<file path="src/rtl/serial_magcmp_pkg.sv">
// Shared types and defaults for the serial magnitude comparator.
package serial_magcmp_pkg;

  localparam int DEF_WIDTH = 128;
  localparam int DEF_CHUNK = 8;

  typedef enum logic [1:0] {
    IDLE,
    EXTEND,
    SCAN,
    DONE
  } state_t;

  typedef struct packed {
    logic lt;
    logic gt;
    logic eq;
    logic err;
  } cmp_result_t;

endpackage

</file>
<file path="src/rtl/serial_magcmp_chunk.sv">
// Combinational unsigned compare of one CHUNK-bit slice of each operand.
module magcmp_chunk
  import serial_magcmp_pkg::*;
#(
  parameter int CHUNK = DEF_CHUNK
) (
  input  logic [CHUNK-1:0] a,
  input  logic [CHUNK-1:0] b,
  output logic             lt,
  output logic             gt
);

  assign lt = (a < b);
  assign gt = (a > b);

endmodule

</file>
<file path="src/rtl/serial_magcmp.sv">
// Multi-cycle magnitude comparator: extends both operands to a common width,
// folds signed order onto unsigned order, then scans CHUNK bits per cycle
// from the MSB end and stops at the first differing chunk.
module serial_magcmp
  import serial_magcmp_pkg::*;
#(
  parameter int WIDTH = DEF_WIDTH,
  parameter int CHUNK = DEF_CHUNK,
  parameter int LW    = $clog2(WIDTH + 1)
) (
  input  logic             clk,
  input  logic             rst,
  input  logic             in_valid,
  output logic             in_ready,
  input  logic [WIDTH-1:0] a,
  input  logic [WIDTH-1:0] b,
  input  logic [LW-1:0]    a_len,
  input  logic [LW-1:0]    b_len,
  input  logic             a_signed,
  input  logic             b_signed,
  output logic             out_valid,
  input  logic             out_ready,
  output logic             lt,
  output logic             gt,
  output logic             eq,
  output logic             err
);

  localparam int NCHUNK = WIDTH / CHUNK;
  localparam int IW     = (NCHUNK > 1) ? $clog2(NCHUNK) : 1;

  state_t         state, nextState;
  logic [WIDTH-1:0] aReg, bReg;
  logic [LW-1:0]  aLenReg, bLenReg;
  logic           aSgnReg, bSgnReg;
  logic [IW-1:0]  idx;
  cmp_result_t    res;

  logic           lenBad;
  logic [LW-1:0]  mLen;
  logic           sMode;
  logic [WIDTH-1:0] aExt, bExt;
  logic [IW-1:0]  startIdx;
  logic [CHUNK-1:0] aChunk, bChunk;
  logic           chunkLt, chunkGt;

  // Mask with the low 'len' bits set; len == WIDTH yields all ones.
  function automatic logic [WIDTH-1:0] lowMask(input logic [LW-1:0] len);
    logic [WIDTH:0] t;
    t = ((WIDTH + 1)'(1) << len) - (WIDTH + 1)'(1);
    return t[WIDTH-1:0];
  endfunction

  // Mask the operand to its own length, extend it to m bits and, for a signed
  // compare, flip bit m-1 so that unsigned order matches signed order.
  function automatic logic [WIDTH-1:0] extendOp(input logic [WIDTH-1:0] op,
                                                input logic [LW-1:0]    len,
                                                input logic [LW-1:0]    m,
                                                input logic             s);
    logic [WIDTH-1:0] lenM, mM, v;
    logic             signBit;
    lenM    = lowMask(len);
    mM      = lowMask(m);
    v       = op & lenM;
    signBit = |(v & ~(lenM >> 1));
    if (s && signBit) v = v | (mM & ~lenM);
    if (s) v = v ^ (mM & ~(mM >> 1));
    return v;
  endfunction

  // Extension datapath evaluated from the captured operands during EXTEND.
  always_comb begin
    lenBad   = (aLenReg == '0) || (bLenReg == '0) ||
               (aLenReg > LW'(WIDTH)) || (bLenReg > LW'(WIDTH));
    mLen     = (aLenReg > bLenReg) ? aLenReg : bLenReg;
    sMode    = aSgnReg & bSgnReg;
    aExt     = extendOp(aReg, aLenReg, mLen, sMode);
    bExt     = extendOp(bReg, bLenReg, mLen, sMode);
    startIdx = IW'((int'(mLen) - 1) / CHUNK);
    aChunk   = aReg[int'(idx)*CHUNK +: CHUNK];
    bChunk   = bReg[int'(idx)*CHUNK +: CHUNK];
  end

  magcmp_chunk #(.CHUNK(CHUNK)) u_chunk (
    .a  (aChunk),
    .b  (bChunk),
    .lt (chunkLt),
    .gt (chunkGt)
  );

  // State register; reset returns to IDLE from any state.
  always_ff @(posedge clk) begin
    if (rst) state <= IDLE;
    else     state <= nextState;
  end

  // Next-state logic for the accept / extend / scan / handshake sequence.
  always_comb begin
    nextState = state;
    case (state)
      IDLE:    if (in_valid) nextState = EXTEND;
      EXTEND:  nextState = lenBad ? DONE : SCAN;
      SCAN:    if (chunkLt || chunkGt || (idx == '0)) nextState = DONE;
      DONE:    if (out_ready) nextState = IDLE;
      default: nextState = IDLE;
    endcase
  end

  // Working registers: operand capture, extension, chunk index and result flags.
  always_ff @(posedge clk) begin
    if (rst) begin
      aReg    <= '0;
      bReg    <= '0;
      aLenReg <= '0;
      bLenReg <= '0;
      aSgnReg <= 1'b0;
      bSgnReg <= 1'b0;
      idx     <= '0;
      res     <= '0;
    end else begin
      case (state)
        IDLE: begin
          if (in_valid) begin
            aReg    <= a;
            bReg    <= b;
            aLenReg <= a_len;
            bLenReg <= b_len;
            aSgnReg <= a_signed;
            bSgnReg <= b_signed;
            res     <= '0;
          end
        end
        EXTEND: begin
          if (lenBad) begin
            res <= '{lt: 1'b0, gt: 1'b0, eq: 1'b0, err: 1'b1};
          end else begin
            aReg <= aExt;
            bReg <= bExt;
            idx  <= startIdx;
          end
        end
        SCAN: begin
          if (chunkLt)          res.lt <= 1'b1;
          else if (chunkGt)     res.gt <= 1'b1;
          else if (idx == '0)   res.eq <= 1'b1;
          else                  idx    <= idx - 1'b1;
        end
        DONE: begin
          if (out_ready) res <= '0;
        end
        default: res <= '0;
      endcase
    end
  end

  // Handshake outputs; flags are only exposed while a result is presented.
  always_comb begin
    in_ready  = (state == IDLE);
    out_valid = (state == DONE);
    if (state == DONE) {lt, gt, eq, err} = res;
    else               {lt, gt, eq, err} = 4'b0000;
  end

endmodule

</file>
<file path="config.mk">
export PLATFORM = sky130hd
export DESIGN_NAME = serial_magcmp
export DESIGN_NICKNAME = d
export VERILOG_FILES = /design/src/rtl/serial_magcmp_pkg.sv /design/src/rtl/serial_magcmp_chunk.sv /design/src/rtl/serial_magcmp.sv
export SDC_FILE = /design/constraint.sdc
export NUM_CORES = 2
export LEC_CHECK = 0
export CAP_MARGIN = 20
export CORE_ASPECT_RATIO = 1.4
export CORE_MARGIN = 2
export CORE_UTILIZATION = 35
export DETAILED_ROUTE_END_ITERATION = 6
export PLACE_DENSITY = 0.49
export SYNTH_ARGS = -nofsm -noshare
export SYNTH_HDL_FRONTEND = slang
export SYNTH_SLANG_ARGS = --single-unit
</file>
<file path="constraint.sdc">
create_clock -name clk -period 12 [get_ports clk]
set_input_delay 3.6 -clock clk [delete_from_list [all_inputs] [get_ports clk]]
set_output_delay 3.6 -clock clk [all_outputs]
set_load 0.05 [all_outputs]
</file>
==> results of run 1 <==
-- routing by layer --
layer | global-route usage (%) | GRT overflow
met3 | 39.5 | 1
met1 | 68.4 | 0
met4 | 68.1 | 8
met2 | 84.9 | 5
met5 | 10.1 | 0
-- stage by stage --
stage	hold WS (ps)	utilization (%)	cell area [um^2]	worst slack [ps]
after global placement	440	39.6	43100	3390
after floorplan	428	-	38500	5040
after detailed placement	446	39.7	43200	3620
after CTS	454	41.0	44600	3600
-- cell families after synthesis --
logic type	Yosys count	synth area share (%)
AO/OA/AOI/OAI	1515	25.6
XOR/XNOR	607	13.8
adder cells (fa/ha/maj)	28	0.904
buffers and inverters	533	6.05
flip-flops	284	14.8
multiplexers	179	7.33
AND/OR/NAND/NOR	2359	31.5
==> reports/metrics.cfg, run 1 <==
[run_status]
run_status = stopped before the end
haltStage = global routing (5_1_grt)
tool.error = [ERROR GRT-0116] Global routing finished with congestion. Check the congestion regions in the DRC Viewer.

[synthesis]
synth_top_area_cell = dfxtp_1
yosysMostFrequentCell = nand2_1
avgSynthCellArea_um2 = 6.99
synth_ff_type = dfxtp_1
synth.top_cells.by_area = dfxtp_1 (15%), xnor2_1 (8.5%), nand2_1 (6.5%)
ys_seq_area_share_pct = 14.8
ys_types = 117
ys_ff_latch = 284
synth_common_cells = nand2_1 (671), o21ai_0 (468), nor2_1 (464)
synth_edf_count = 0
yosysWarningCount = 0
netlist_area_um2 = 38500
syn_nets = 5810
yosys.area.top_type_share_pct = 14.8
syn-instance-count = 5505
async_flop_share_pct = 0

[global_routing]
grt_pass1_wl_um = 507000
grt_pass1_vias = 53700
overflow = 14
grt_start_max_net_pins = 150
grt_usage_pct = 65.2

[die]
die_w_um = 284
start_util_pct = 35.4
io_pins = 284
die_h_um = 396
rows = 143

[place]
gp_congestion = 1.22
dp_hpwl_um = 274000
numPortBuffers = 283
place_inst = 7015

[cts]
clock_sinks = 284
cts.path.max_buffers = 3
clock_tree.root_cell = clkbuf_16
cts_hold_buffers = 0
cts.htree.levels = 2
cts-buffers-inserted = 40
post_cts_buffers = 0
cts-resized-gates = 0

==> inputs of run 2 (changes only) <==
- CORE_ASPECT_RATIO: 1.4 -> default
- CORE_UTILIZATION: 35 -> 20
- PLACE_DENSITY: 0.49 -> default
- PLACE_DENSITY_LB_ADDON: default -> 0.15
==> reports/metrics.cfg, run 2 <==
[timing]
max-slew-margin-rel_pct = 0.896
worstMarginPinSlew_ps = 1470
setup_viol = 0
rsz0062_at_grt = false
post-route-period-util_pct = 85.6
hold_violations = 0
fin_skew_ps = 59.7
tns_ps = 0
finalMaxSlewViolations = 0
fin_crit_ps = 10270
timing.hold.ws_ps = 477
fmax_mhz = 97.4

[route]
ant_nets = 0
met1_length_um = 157000
drt_iter0_drc = 8207
avgRoutedWirePerCell_um = 48.1
via_count = 51900
wl_um = 399000
route.detailed.drc = 3
wl_met3_um = 37500
vias_per_cell = 6.25
wl_met2_um = 166000
routed.top_layer = met5
drt_pass1_iterations = 7

[synthesis]
syn-instance-count = 5505  ; unchanged
syn_nets = 5810  ; unchanged
yosysWarningCount = 0  ; unchanged
yosys.area.top_type_share_pct = 14.8  ; unchanged
async_flop_share_pct = 0  ; unchanged
netlist_area_um2 = 38500  ; unchanged
ys_ff_latch = 284  ; unchanged
synth_top_area_cell = dfxtp_1
synth_ff_type = dfxtp_1
yosysMostFrequentCell = nand2_1
synth.top_cells.by_area = dfxtp_1 (15%), xnor2_1 (8.5%), nand2_1 (6.5%)
avgSynthCellArea_um2 = 6.99  ; unchanged
synth_common_cells = nand2_1 (671), o21ai_0 (468), nor2_1 (464)
synth_edf_count = 0  ; unchanged
ys_types = 117  ; unchanged
ys_seq_area_share_pct = 14.8  ; unchanged

[worst_setup_path]
start_kind = register
path_max_fanout = 51
cp-end-kind = register
critPathRequiredTime_ps = 12590
path_class = reg -> reg
cp.arrival_ps = 10860

[cells_and_area]
final_common_cell = nand2_1
fillerInstances = 21600
drive_above_1_share_pct = 12.6
post-route-util_pct = 24.6
syn_to_final_growth_pct = 22.5
final_cell_mix = nand2_1 (667), o21ai_0 (464), nor2_1 (458), xnor2_1 (368), buf_4 (313)
nets = 6024
reg.largest.list = aReg: 128 flops, bReg: 128 flops

[pwr]
power_mw = 21.3
cellPowerDensity_nw_per_um2 = 453
ir_drop_uv = 220
total_leakage_power_nw = 15.8

[die]
io_pins = 284  ; unchanged
die_area_um2 = 196000
core_area_um2 = 192000
die_w_um = 443  ; +56%
rows = 161  ; +13%
start_util_pct = 20.1  ; -15 points
die_h_um = 443  ; +12%

[cts]
post_cts_buffers = 0  ; unchanged
cts-buffers-inserted = 45  ; +13%
cts.clk_slew.worst_paths_ps = 60
cts.path.max_buffers = 3  ; unchanged
cts_tree = built
clkLatencyLatePin_ps = 750
clock_tree.root_cell = clkbuf_16
clock_sinks = 284  ; unchanged
cts.htree.levels = 2  ; unchanged
cts_hold_buffers = 0  ; unchanged
cts-resized-gates = 0  ; unchanged

[place]
dp_hpwl_um = 323000  ; +18%
numPortBuffers = 283  ; unchanged
gp_congestion = 1.09  ; -10%

[global_routing]
grt_start_max_net_pins = 143
grt_usage_pct = 38.9
grt_pass1_vias = 48500
grt_pass1_wl_um = 509000
overflow = 0
antenna_found_initial = 53

[run_status]
violations = DRC, capacitance limit
run_status = finished, violations left

[min_path]
hold_path.class = reg -> reg

[flow_run]
max_cap_violations = 1

==> run 2: cell counts after synthesis <==
Identical to the previous run, type by type.
==> run 2: layout make-up <==
class | instances | area [um^2] | share of cell area (%)
Inverter | 77 | 290 | 0.616
Timing Repair Buffer | 623 | 5510 | 11.7
Clock buffer | 60 | 1270 | 2.70
Sequential cell | 284 | 5720 | 12.1
Clock inverter | 19 | 302 | 0.640
Antenna cell | 25 | 62.6 | 0.133
Tap cell | 2526 | 3160 | 6.70
Multi-Input combinational cell | 4688 | 30800 | 65.4
==> run 2: layer usage <==
metal / up-vias / track usage [%]
li1: 20900 / -
met3: 976 / 10.3
met1: 26300 / 47.8
met5: - / 0
met2: 3784 / 57.8
met4: 26 / 29.9
==> run 2: worst max-delay path: stages, from the launching register on <==
cell	delay, ps
dfxtp_2	760
buf_4	490
inv_1	290
ha_1	360
nor2b_1	130
o21ai_0	290
nand4bb_1	780
nand2_4	900
o21ai_1	460
inv_1	330
ha_1	450
nand3_1	230
nor2_1	230
mux2_2	360
nand2_1	230
nand4b_1	860
nor3_1	860
xor2_1	440
nor3_1	960
xnor2_1	200
nor2_1	50
a31oi_1	310
o21ai_0	120
==> run 2: per-stage QoR <==
stage,setup WS [ps],cell area (um^2),std cells
finish,1730,47100,8302
global route,2040,47100,8278
CTS,2450,47000,8265
detailed placement,2400,45400,8186
global placement,2410,45200,8160
floorplan,5040,38500,5505
==> run 2: power breakdown <==
| part | total, mW | internal (mW) | switching, mW |
|---|---|---|---|
| Sequential | 2.30 | 1.38 | 0.922 |
| Clock | 1.55 | 0.858 | 0.692 |
| Combinational | 17.5 | 4.72 | 12.8 |
| Total | 21.3 | 6.96 | 14.4 |
==> run 2: final timing paths <==
path              cells after the start  slack [ps]                    end               startpoint
setup / recovery                     22        1730  aReg[95]$_SDFFE_PP0P_  bLenReg[1]$_SDFFE_PP0P_
hold / removal                        2         480    res[2]$_SDFFE_PP0P_      res[2]$_SDFFE_PP0P_
setup reg to reg                     22        1730  aReg[95]$_SDFFE_PP0P_  bLenReg[1]$_SDFFE_PP0P_
hold reg to reg                       2         480    res[2]$_SDFFE_PP0P_      res[2]$_SDFFE_PP0P_
==> run 2: kinds of logic after synthesis <==
| kind of cell | count (synthesis) | synth area share [%] |
|---|---|---|
| xor+xnor | 607 | 13.8 |
| compound gates | 1515 | 25.6 |
| buf+inv | 533 | 6.05 |
| mux | 179 | 7.33 |
| fa+ha+maj | 28 | 0.904 |
| flops | 284 | 14.8 |
| simple gates | 2359 | 31.5 |
Note: power is estimated with default switching activity, not from simulation.
